<file path="src/rtl/memctrl_ext.sv">
// memctrl_ext: CPU-side memory/IO controller for the AVR board top level.
// Decodes the CPU byte bus into an IO register block, a text video window,
// a banked graphics window and SRAM. Adds a PS/2 scancode FIFO and a polled
// SDRAM transaction engine with a per-phase timeout.
module memctrl_ext #(
    parameter logic [15:0] IO_BASE     = 16'h0020,
    parameter logic [15:0] TEXT_BASE   = 16'hD000,
    parameter logic [15:0] GRPH_BASE   = 16'hE000,
    parameter int          GRPH_BANK_W = 5,
    parameter int          KBD_DEPTH   = 16,
    parameter int          SDRAM_AW    = 26,
    parameter int          TIMEOUT     = 1023
) (
    input  logic                      clock,
    input  logic                      reset_n,
    // CPU byte bus
    input  logic [15:0]               address,
    input  logic                      wren,
    input  logic                      rden,
    input  logic [7:0]                data_o,
    output logic [7:0]                data_i,
    // memories
    input  logic [7:0]                data_o_sram,
    input  logic [7:0]                data_o_text,
    input  logic [7:0]                data_o_grph,
    output logic                      data_w_sram,
    output logic                      data_w_text,
    output logic                      data_w_grph,
    output logic [12:0]               text_addr,
    output logic [GRPH_BANK_W+11:0]   grph_addr,
    // video IO registers
    output logic [7:0]                bank,
    output logic [7:0]                videomode,
    output logic [7:0]                cursor_x,
    output logic [7:0]                cursor_y,
    // keyboard
    input  logic [7:0]                ps2_data,
    input  logic                      ps2_hit,
    // SDRAM
    output logic [SDRAM_AW-1:0]       sdram_address,
    output logic [7:0]                sdram_i_data,
    output logic                      sdram_we,
    output logic                      sdram_req,
    input  logic [7:0]                sdram_o_data,
    input  logic                      sdram_ready
);

    localparam int KPW = $clog2(KBD_DEPTH);
    localparam int KCW = KPW + 1;
    localparam int TW  = $clog2(TIMEOUT + 1);

    // IO register offsets within the 16-byte block
    localparam logic [3:0] OFF_BANK  = 4'd0;
    localparam logic [3:0] OFF_VMODE = 4'd1;
    localparam logic [3:0] OFF_CURX  = 4'd2;
    localparam logic [3:0] OFF_CURY  = 4'd3;
    localparam logic [3:0] OFF_KDATA = 4'd4;
    localparam logic [3:0] OFF_KSTAT = 4'd5;
    localparam logic [3:0] OFF_SA0   = 4'd6;
    localparam logic [3:0] OFF_SA1   = 4'd7;
    localparam logic [3:0] OFF_SA2   = 4'd8;
    localparam logic [3:0] OFF_SA3   = 4'd9;
    localparam logic [3:0] OFF_SDATA = 4'd10;
    localparam logic [3:0] OFF_SCTL  = 4'd11;

    typedef enum logic [1:0] {
        S_IDLE,
        S_ACCEPT,
        S_DONE_WAIT
    } sd_state_e;

    // ------------------------------------------------------------------
    // Address decode: IO block wins over TEXT, TEXT over GRPH, rest is SRAM
    // ------------------------------------------------------------------
    logic       io_hit, text_hit, grph_hit, sram_hit;
    logic [3:0] io_off;
    logic       io_wr, io_rd;

    assign io_hit   = (address[15:4] == IO_BASE[15:4]);
    assign text_hit = !io_hit && (address[15:12] == TEXT_BASE[15:12]);
    assign grph_hit = !io_hit && !text_hit && (address[15:12] == GRPH_BASE[15:12]);
    assign sram_hit = !io_hit && !text_hit && !grph_hit;
    assign io_off   = address[3:0];
    assign io_wr    = wren && io_hit;
    assign io_rd    = rden && io_hit;

    assign data_w_sram = wren && sram_hit;
    assign data_w_text = wren && text_hit;
    assign data_w_grph = wren && grph_hit;

    // ------------------------------------------------------------------
    // Video IO registers
    // ------------------------------------------------------------------
    logic [7:0] bank_q, vmode_q, curx_q, cury_q;

    assign bank      = bank_q;
    assign videomode = vmode_q;
    assign cursor_x  = curx_q;
    assign cursor_y  = cury_q;
    assign text_addr = {bank_q[0], address[11:0]};
    assign grph_addr = {bank_q[GRPH_BANK_W-1:0], address[11:0]};

    // Video register writes from the CPU
    // NOTE: sequential state uses non-blocking (<=) so every flop samples the pre-edge values.
    always_ff @(posedge clock or negedge reset_n) begin
        if (!reset_n) begin
            bank_q  <= '0;
            vmode_q <= '0;
            curx_q  <= '0;
            cury_q  <= '0;
        end else if (io_wr) begin
            case (io_off)
                OFF_BANK:  bank_q  <= data_o;
                OFF_VMODE: vmode_q <= data_o;
                OFF_CURX:  curx_q  <= data_o;
                OFF_CURY:  cury_q  <= data_o;
                default:   ;
            endcase
        end
    end

    // ------------------------------------------------------------------
    // Keyboard FIFO
    // ------------------------------------------------------------------
    logic [7:0]     kbd_mem [KBD_DEPTH];
    logic [KPW-1:0] kbd_wr_ptr_q, kbd_rd_ptr_q;
    logic [KCW-1:0] kbd_cnt_q;
    logic           ps2_hit_q;
    logic           kbd_ovf_q;
    logic           kbd_empty, kbd_full;
    logic           kbd_push_req, kbd_push, kbd_pop, kbd_drop;

    assign kbd_empty    = (kbd_cnt_q == '0);
    assign kbd_full     = (kbd_cnt_q == KCW'(KBD_DEPTH));
    assign kbd_push_req = ps2_hit && !ps2_hit_q;
    assign kbd_pop      = io_rd && (io_off == OFF_KDATA) && !kbd_empty;
    // A simultaneous pop frees the slot, so a full FIFO still accepts the push.
    assign kbd_push     = kbd_push_req && (!kbd_full || kbd_pop);
    assign kbd_drop     = kbd_push_req && kbd_full && !kbd_pop;

    // FIFO storage
    // NOTE: the data array has no reset; occupancy is tracked by the reset pointers and count.
    always_ff @(posedge clock) begin
        if (kbd_push) begin
            kbd_mem[kbd_wr_ptr_q] <= ps2_data;
        end
    end

    // Edge detector, pointers, occupancy and sticky overflow flag
    always_ff @(posedge clock or negedge reset_n) begin
        if (!reset_n) begin
            ps2_hit_q    <= 1'b0;
            kbd_wr_ptr_q <= '0;
            kbd_rd_ptr_q <= '0;
            kbd_cnt_q    <= '0;
            kbd_ovf_q    <= 1'b0;
        end else begin
            ps2_hit_q <= ps2_hit;
            if (kbd_push) begin
                kbd_wr_ptr_q <= kbd_wr_ptr_q + KPW'(1);
            end
            if (kbd_pop) begin
                kbd_rd_ptr_q <= kbd_rd_ptr_q + KPW'(1);
            end
            case ({kbd_push, kbd_pop})
                2'b10:   kbd_cnt_q <= kbd_cnt_q + KCW'(1);
                2'b01:   kbd_cnt_q <= kbd_cnt_q - KCW'(1);
                default: ;
            endcase
            // A fresh overflow takes precedence over a clear in the same cycle.
            if (kbd_drop) begin
                kbd_ovf_q <= 1'b1;
            end else if (io_wr && (io_off == OFF_KSTAT)) begin
                kbd_ovf_q <= 1'b0;
            end
        end
    end

    // ------------------------------------------------------------------
    // SDRAM transaction engine
    // ------------------------------------------------------------------
    sd_state_e   sd_state_q, sd_state_d;
    logic [TW-1:0] tmo_q, tmo_d;
    logic        op_wr_q, op_wr_d;
    logic        err_q, err_d;
    logic [7:0]  rdata_q, rdata_d;
    logic [31:0] saddr_q;
    logic [7:0]  sdata_q;
    logic        busy;
    logic        start_wr, start_rd;

    assign busy     = (sd_state_q != S_IDLE);
    assign start_wr = io_wr && (io_off == OFF_SDATA);
    assign start_rd = io_wr && (io_off == OFF_SCTL) && data_o[0];

    assign sdram_req     = (sd_state_q == S_ACCEPT);
    assign sdram_we      = (sd_state_q == S_ACCEPT) && op_wr_q;
    assign sdram_address = saddr_q[SDRAM_AW-1:0];
    assign sdram_i_data  = sdata_q;

    // Address and write-data registers; frozen while a transaction is in flight
    always_ff @(posedge clock or negedge reset_n) begin
        if (!reset_n) begin
            saddr_q <= '0;
            sdata_q <= '0;
        end else if (io_wr && !busy) begin
            case (io_off)
                OFF_SA0:   saddr_q[7:0]   <= data_o;
                OFF_SA1:   saddr_q[15:8]  <= data_o;
                OFF_SA2:   saddr_q[23:16] <= data_o;
                OFF_SA3:   saddr_q[31:24] <= data_o;
                OFF_SDATA: sdata_q        <= data_o;
                default:   ;
            endcase
        end
    end

    // SDRAM FSM state and bookkeeping registers
    always_ff @(posedge clock or negedge reset_n) begin
        if (!reset_n) begin
            sd_state_q <= S_IDLE;
            tmo_q      <= '0;
            op_wr_q    <= 1'b0;
            err_q      <= 1'b0;
            rdata_q    <= '0;
        end else begin
            sd_state_q <= sd_state_d;
            tmo_q      <= tmo_d;
            op_wr_q    <= op_wr_d;
            err_q      <= err_d;
            rdata_q    <= rdata_d;
        end
    end

    // SDRAM FSM next state: handshake on sdram_ready with a per-phase timeout
    // NOTE: every variable gets a default first so no path leaves it unassigned (no latches).
    always_comb begin
        sd_state_d = sd_state_q;
        tmo_d      = tmo_q;
        op_wr_d    = op_wr_q;
        err_d      = err_q;
        rdata_d    = rdata_q;
        case (sd_state_q)
            S_IDLE: begin
                if (start_wr || start_rd) begin
                    sd_state_d = S_ACCEPT;
                    tmo_d      = '0;
                    op_wr_d    = start_wr;
                    err_d      = 1'b0;
                end
            end
            S_ACCEPT: begin
                if (!sdram_ready) begin
                    sd_state_d = S_DONE_WAIT;
                    tmo_d      = '0;
                end else if (tmo_q == TW'(TIMEOUT - 1)) begin
                    sd_state_d = S_IDLE;
                    tmo_d      = '0;
                    err_d      = 1'b1;
                end else begin
                    tmo_d = tmo_q + TW'(1);
                end
            end
            S_DONE_WAIT: begin
                if (sdram_ready) begin
                    sd_state_d = S_IDLE;
                    tmo_d      = '0;
                    if (!op_wr_q) begin
                        rdata_d = sdram_o_data;
                    end
                end else if (tmo_q == TW'(TIMEOUT - 1)) begin
                    sd_state_d = S_IDLE;
                    tmo_d      = '0;
                    err_d      = 1'b1;
                end else begin
                    tmo_d = tmo_q + TW'(1);
                end
            end
            default: sd_state_d = S_IDLE;
        endcase
    end

    // ------------------------------------------------------------------
    // CPU read data: purely combinational so the memories set the latency
    // ------------------------------------------------------------------
    logic [7:0] io_rdata;
    logic [7:0] kbd_head;

    assign kbd_head = kbd_empty ? 8'h00 : kbd_mem[kbd_rd_ptr_q];

    // IO register read mux
    always_comb begin
        io_rdata = 8'h00;
        case (io_off)
            OFF_BANK:  io_rdata = bank_q;
            OFF_VMODE: io_rdata = vmode_q;
            OFF_CURX:  io_rdata = curx_q;
            OFF_CURY:  io_rdata = cury_q;
            OFF_KDATA: io_rdata = kbd_head;
            OFF_KSTAT: io_rdata = {5'b0, err_q, kbd_ovf_q, !kbd_empty};
            OFF_SA0:   io_rdata = saddr_q[7:0];
            OFF_SA1:   io_rdata = saddr_q[15:8];
            OFF_SA2:   io_rdata = saddr_q[23:16];
            OFF_SA3:   io_rdata = saddr_q[31:24];
            OFF_SDATA: io_rdata = rdata_q;
            OFF_SCTL:  io_rdata = {7'b0, busy};
            default:   io_rdata = 8'h00;
        endcase
    end

    // Region read mux
    always_comb begin
        data_i = data_o_sram;
        if (io_hit) begin
            data_i = io_rdata;
        end else if (text_hit) begin
            data_i = data_o_text;
        end else if (grph_hit) begin
            data_i = data_o_grph;
        end
    end

endmodule
</file>
<file path="config.mk">
export PLATFORM = sky130hd
export DESIGN_NAME = memctrl_ext
export DESIGN_NICKNAME = d
export VERILOG_FILES = /design/src/rtl/memctrl_ext.sv
export SDC_FILE = /design/constraint.sdc
export NUM_CORES = 1
export LEC_CHECK = 0
export ABC_AREA = 1
export CAP_MARGIN = 5
export CORE_MARGIN = 4
export CORE_UTILIZATION = 30
export CTS_CLUSTER_DIAMETER = 100
export CTS_CLUSTER_SIZE = 24
export DETAILED_ROUTE_END_ITERATION = 10
export HOLD_SLACK_MARGIN = 0.02
export PLACE_DENSITY = 0.58
export SLEW_MARGIN = 20
export SYNTH_ARGS = -nofsm -noshare
export SYNTH_HDL_FRONTEND = slang
export SYNTH_SLANG_ARGS = --single-unit
</file>
<file path="constraint.sdc">
create_clock -name clock -period 2.4 [get_ports clock]
set_clock_uncertainty 0.1 [all_clocks]
set_input_delay 0.24 -clock clock [delete_from_list [all_inputs] [get_ports clock]]
set_output_delay 0.24 -clock clock [all_outputs]
set_load 0.01 [all_outputs]
</file>
==> run_results.csv, run 1 <==
group,metric,value,unit
status,outcome,"complete, but fails checks",
status,violations,"setup timing",
synth,synthXorXnorAreaFrac,0.704,%
route,vias,9002,
critical_path,worstSetupEndpointType,"output pin",
critical_path,cp_top_family,"buffers and inverters",
critical_path,worstPathCellList,"clkinv_4, buf_6, buf_16, nor2_2, o22ai_1, o21ai_1, o22ai_1, buf_4, nand2_2, nand2_1, nand2_1, nand2_1, buf_6",
synth,synthAdderAreaFrac,1.45,%
clocking,clock-sinks,237,
sta,fin_crit,2.78,ns
global_route,grt_overflow,0,
synth,async_flop_share,46.0,%
synth,yosysUniqueCellTypes,40,
power_and_ir_drop,p_leak,6.14,nW
final_layout,design_area,15000,um2
power_and_ir_drop,p_per_area,597,nW/um2
placement,numPortBuffers,178,
placement,place_area,14000,um2
floorplan,die_w,201,um
worst_hold_path,worstHoldStart,"ps2_hit",
synth,synth_seq_cells,237,
final_layout,ff_latch_area,6570,um2
route,drtIter0Drc,795,
critical_path,critPathKind,"reg2out",
route,firstDrtPassIters,5,
floorplan,start_util,30.5,%
power_and_ir_drop,power,8.93,mW
route,drcViolationCount,0,
synth,yosysMostFrequentCell,"nand2_1",
synth,synth_ff_type,"edfxtp_1",
final_layout,layout.nets,1481,
sta,hold_viol,0,
route,avgViaCountPerCell,4.81,
final_layout,area_growth,33.6,%
final_layout,multi_input_area,4070,um2
clocking,cts_max_level,1,
synth,syn-cell-area,11200,um2
synth,synth_top_area_share,34.4,%
sta,finalSetupViolations,8,
critical_path,worstPathMaxFanout,8,
final_layout,diodes,0,
floorplan,pin_count,179,
synth,syn-num-nets,1241,
global_route,grt_max_degree,49,
synth,synth_area_leaders,"edfxtp_1, dfrtp_1, nand2_1",
critical_path,ff2ff_setup_slack,0.31,ns
floorplan,fp.dieArea,40500,um2
final_layout,nFillCells,3518,
synth,synth_edf_count,128,
placement,place_ws,-0.571,ns
critical_path,reg2reg_depth,17,
synth,synth_area_leader_cell,"edfxtp_1",
route,drtAntennaViolNets,0,
sta,max_freq,359,MHz
critical_path,crit_required,2.06,ns
global_route,grt_pass1_vias,9017,
worst_hold_path,hold_path.class,"in2reg",
clocking,cts_buffers,14,
final_layout,drive_above_1_share,19.8,%
floorplan,fp-row-count,70,
floorplan,core-area,36700,um2
synth,ys_warn_count,0,
synth,synth_top_family_by_area,"simple AND/OR/NAND/NOR gates",
critical_path,arrival,2.44,ns
sta,rsz0062_at_grt,"yes",
critical_path,crit_start,"kbd_rd_ptr_q[0]",
clocking,clock_latency,0.50,ns
clocking,clockRootBuffer,"clkbuf_16",
critical_path,critPathSlowestCell,"dfrtp_2",
flow_run,maxCapViolations,0,
critical_path,crit_top_cell,"nand2_1",
sta,fin_ws,-0.384,ns
worst_hold_path,min_path_cells,1,
sta,slew_viol_final,0,
route,wl_per_cell,18.8,um
critical_path,crit_cells,13,
sta,worst_slew_pin_slew,0.753,ns
critical_path,setup.worst_path.start_class,"register",
synth,ys_seq_area_share,58.7,%
clocking,cts_tree,"done",
synth,synth_compound_area_share,12.0,%
critical_path,slowest_delay,0.48,ns
critical_path,r2r_start,"kbd_cnt_q[0]",
synth,synthTopCellsByCount,"nand2_1, o21ai_0, nor2_1",
clocking,cts.clk_slew.worst_paths,0.10,ns
sta,maxSlewHeadroom,49.6,%
power_and_ir_drop,vdd_drop_max,392,uV
route,drt_wl_total,35200,um
synth,syn_avg_cell_area,9.66,um2
global_route,track_usage,16.7,%
placement,dp_hpwl,25300,um
synth,synthMuxAreaShare,0.704,%
global_route,grt_pass1_wl,53500,um
placement,gp_congestion,0.929,
floorplan,dieHeight,201,um
synth,synthCells,1158,
critical_path,cp_num_buf_inv,5,
global_route,grt_antenna_before_repair,1,
clocking,clock_path_buffers,3,
sta,fin_crit_sh,116,%
synth,yosys.area_share.simple,18.2,%
## layout by cell type (no fill, tap or decap), drive strengths merged
cell type | synthesis | layout
a221oi | 2 | 2
nand3 | 40 | 40
clkinv | 9 | 11
clkdlybuf4s50 | 0 | 167
o211ai | 11 | 11
nand4 | 12 | 12
dlygate4sd2 | 0 | 2
clkinvlp | 0 | 1
clkbuf | 19 | 21
a21oi | 19 | 19
o31ai | 1 | 1
mux2 | 7 | 7
nor3 | 7 | 7
o2111ai | 2 | 2
dlygate4sd3 | 0 | 1
dfrtp | 109 | 109
o22ai | 34 | 34
o21ai | 169 | 169
xor2 | 8 | 8
xnor2 | 1 | 1
nand2 | 272 | 272
a211oi | 1 | 1
inv | 76 | 77
buf | 72 | 143
ha | 13 | 13
o21a | 1 | 1
edfxtp | 128 | 128
nor2 | 138 | 138
a22o | 4 | 4
nor4 | 3 | 3
## sequential cells by signal (all words and copies together), names as in the netlist
name	cells
kbd_mem	128
saddr_q	32
tmo_q	10
bank	8
cursor_x	8
cursor_y	8
rdata_q	8
sdram_i_data	8
videomode	8
kbd_cnt_q	5
kbd_rd_ptr_q	4
kbd_wr_ptr_q	4
sd_state_q	2
err_q	1
kbd_ovf_q	1
op_wr_q	1
ps2_hit_q	1
## layout make-up
cell class / count / share of cell area [%]
clock buffers: 19 / 2.47
clock inverters: 4 / 0.335
inverters: 85 / 2.21
multi-input cells: 745 / 27.2
flip-flops and latches: 237 / 44.0
well taps: 468 / 3.92
repair buffers: 315 / 19.9
## through the flow
stage                     util, %  hold slack (ns)  cells  setup TNS [ns]
after global placement       38.0            0.206   1841          -53.21
after detailed placement     38.0            0.214   1841          -57.07
after floorplan                 -           -0.156   1158               0
after CTS                    39.9            0.121   1871           -2.63
final                        40.7            0.132   1873           -2.47
after global routing         40.7            0.131   1873           -3.44
## per-layer routing
layer / GRT usage, % / share of wire (%)
met5: 0 / 0.020
met4: 4.87 / 2.6
met2: 27.8 / 48
met1: 22.7 / 44
met3: 2.74 / 5.8
## kinds of logic after synthesis
logic type      after synthesis
simple gates                472
xor+xnor                      9
flops                       237
fa+ha+maj                    13
mux                           7
compound gates              244
buf+inv                     176
## path summary, 6_finish.rpt
| kind | end |
|---|---|
| setup / recovery | data_i[2] |
| hold / removal | ps2_hit_q |
| setup reg to reg | kbd_cnt_q[4] |
| hold reg to reg | sdram_i_data[4] |
| max in group asynchronous | saddr_q[16] |
| min in group asynchronous | videomode[4] |
## power breakdown
group	leakage [nW]	internal (mW)	switching, mW
combinational	3.31	0.717	0.937
sequential	2.62	4.57	0.170
clock	0.201	1.13	1.40
## timing repair
action	in CTS	in global routing
setup endpoints to repair	10	12
buffers inserted	5	3
gates resized for setup	101	82
pin swaps	30	42
cloned	3	2
hold endpoints to repair	45	0
hold buffers	1	0
(Power assumes the default switching activity.)
==> run 2, diff against run 1 <==
Settings changed: CAP_MARGIN 5 to 20.
==> results of run 2 <==
The final DEF is identical to that of run 1; final timing and power are the same.
==> run 3, diff against run 2 <==
Settings changed: ABC_AREA 1 to default.
==> run_results.csv, run 3 <==
group,metric,value,unit
synth,synthCells,798,
final_layout,mostFrequentLayoutCells,"clkdlybuf4s50_1, buf_4, edfxtp_1",
route,drcViolationCount,0,
sta,fin_ws,-0.497,ns
status,violations,"setup timing",
route,drtIter0Drc,492,
synth,async_flop_share,46.0,%
sta,fin_crit,2.90,ns
floorplan,fp-row-count,71,
critical_path,slowest_delay,0.50,ns
synth,syn-num-nets,881,
sta,max_freq,345,MHz
floorplan,start_util,30.3,%
critical_path,arrival,2.56,ns
worst_hold_path,min_path_cells,1,
placement,numPortBuffers,178,
clocking,clock_path_buffers,3,
final_layout,drive_above_1_share,34.9,%
synth,syn_avg_cell_area,14.2,um2
placement,place_ws,-0.950,ns
sta,worst_slew_pin_slew,0.706,ns
critical_path,worstSetupEndpointType,"output pin",
sta,hold_viol,0,
sta,slew_viol_final,0,
final_layout,layout.nets,1153,
power_and_ir_drop,power,8.45,mW
clocking,clockRootBuffer,"clkbuf_16",
sta,finalSetupViolations,11,
critical_path,crit_required,2.06,ns
final_layout,final_common_cell,"clkdlybuf4s50_1",
synth,synthTopCellsByCount,"edfxtp_1, dfrtp_1, mux2_2",
global_route,grt_pass1_vias,7767,
flow_run,maxCapViolations,0,
clocking,cts_tree,"done",
critical_path,critPathSlowestCell,"mux4_2",
route,drt_wl_total,30400,um
critical_path,worstPathMaxFanout,7,
final_layout,largest_reg_flops,128,
floorplan,pin_count,179,
placement,dp_hpwl,23100,um
worst_hold_path,hold_path.class,"in2reg",
final_layout,largestRegisters,"kbd_mem (128), saddr_q (32), tmo_q (10)",
final_layout,area_growth,36.2,%
synth,yosysUniqueCellTypes,67,
final_layout,regMostFlops,"kbd_mem",
synth,synth_edf_count,128,
synth,ys_seq_area_share,57.9,%
floorplan,die_w,203,um
placement,gp_congestion,0.867,
route,drtAntennaViolNets,0,
global_route,track_usage,14.4,%
floorplan,fp.dieArea,41000,um2
synth,synth_top_area_share,33.8,%
placement,place_area,14700,um2
route,vias,7636,
power_and_ir_drop,vdd_drop_max,341,uV
clocking,cts.clk_slew.worst_paths,0.11,ns
synth,synth_ff_type,"edfxtp_1",
clocking,clock-sinks,237,
critical_path,reg2reg_depth,10,
final_layout,design_area,15500,um2
clocking,clock_latency,0.49,ns
synth,synth_seq_cells,237,
status,outcome,"complete, but fails checks",
clocking,cts_max_level,1,
floorplan,dieHeight,203,um
synth,synth_area_leader_cell,"edfxtp_1",
synth,yosysMostFrequentCell,"edfxtp_1",
critical_path,worstPathCellList,"buf_12, buf_12, mux4_2, mux4_2, inv_2, o221ai_2, buf_2",
critical_path,critPathKind,"reg2out",
sta,maxSlewHeadroom,52.9,%
synth,syn-cell-area,11400,um2
floorplan,core-area,37500,um2
global_route,grt_antenna_before_repair,0,
critical_path,setup.worst_path.start_class,"register",
route,avgViaCountPerCell,4.81,
critical_path,crit_cells,7,
power_and_ir_drop,p_leak,6.12,nW
synth,ys_warn_count,0,
critical_path,cp_num_buf_inv,4,
sta,rsz0062_at_grt,"yes",
clocking,cts_buffers,14,
route,wl_per_cell,19.1,um
global_route,grt_overflow,0,
global_route,grt_max_degree,54,
final_layout,fin_util,41.3,%
synth,synth_area_leaders,"edfxtp_1, dfrtp_1, mux2_2",
sta,fin_crit_sh,121,%
global_route,grt_pass1_wl,46900,um
power_and_ir_drop,p_per_area,547,nW/um2
route,firstDrtPassIters,5,
final_layout,diodes,0,
critical_path,cp_top_family,"multiplexers",
-- run 3: cell types whose count changed in the layout (fill, tap and decap cells not counted), moves of 16 or more --
cell	delta
nand2_1	-221
nor2_1	-86
o21ai_0	-84
mux2_2	+81
inv_1	-52
mux4_2	+40
o21ai_1	-40
mux2i_1	+24
buf_12	+19
buf_4	+16
-- run 3: final timing paths --
path | startpoint | end | slack, ns
hold / removal | ps2_hit | ps2_hit_q | 0.15
max in group asynchronous | reset_n | saddr_q[28] | 1.20
setup / recovery | kbd_rd_ptr_q[0] | data_i[1] | -0.50
min in group asynchronous | reset_n | tmo_q[1] | 0.25
hold reg to reg | tmo_q[9] | tmo_q[9] | 0.39
setup reg to reg | kbd_cnt_q[0] | kbd_cnt_q[2] | -0.38
-- run 3: cells by family after synthesis --
family / after synthesis / synth area share (%)
buffers and inverters: 111 / 5.67
flip-flops: 237 / 57.9
multiplexers: 153 / 18.9
AO/OA/AOI/OAI: 104 / 6.48
adder cells (fa/ha/maj): 13 / 1.43
AND/OR/NAND/NOR: 170 / 8.91
XOR/XNOR: 10 / 0.771
-- run 3: layout make-up --
cell class | count | area (um2)
clock inverters | 4 | 48.8
inverters | 19 | 71.3
repair buffers | 348 | 3410
multi-input cells | 450 | 4350
clock buffers | 20 | 373
fillers | 3509 | 22000
well taps | 511 | 639
flip-flops and latches | 237 | 6570
-- run 3: metrics by stage --
| step | setup TNS [ns] | hold WS [ns] | cells |
|---|---|---|---|
| 2_1_floorplan | -1.63 | -0.156 | 798 |
| 3_3_place_gp | -112.52 | 0.233 | 1552 |
| 3_5_place_dp | -111.68 | 0.239 | 1552 |
| 4_1_cts | -5.04 | 0.119 | 1583 |
| 5_1_grt | -5.70 | 0.152 | 1589 |
| 6_report | -4.60 | 0.148 | 1589 |
-- run 3: metal layers --
layer	part of all wire, %	GRT usage, %	vias up
met5	0	0	-
met3	3.7	1.98	27
li1	-	-	3540
met4	1.9	2.74	0
met1	43	19.4	3884
met2	51	25.2	185
-- run 3: power by group --
part | switching (mW) | internal [mW]
Combinational | 0.667 | 0.674
Sequential | 0.144 | 4.48
Clock | 1.35 | 1.14
Total | 2.16 | 6.29
-- run 3: what timing repair did --
item / 4_1_cts / 5_1_grt
setup buffers: 8 / 7
pin swaps: 11 / 10
endpoints found under the hold margin: 50 / 0
hold buffers: 1 / 0
resized for setup: 71 / 25
cloned: 0 / 0
setup endpoints to repair: 102 / 170
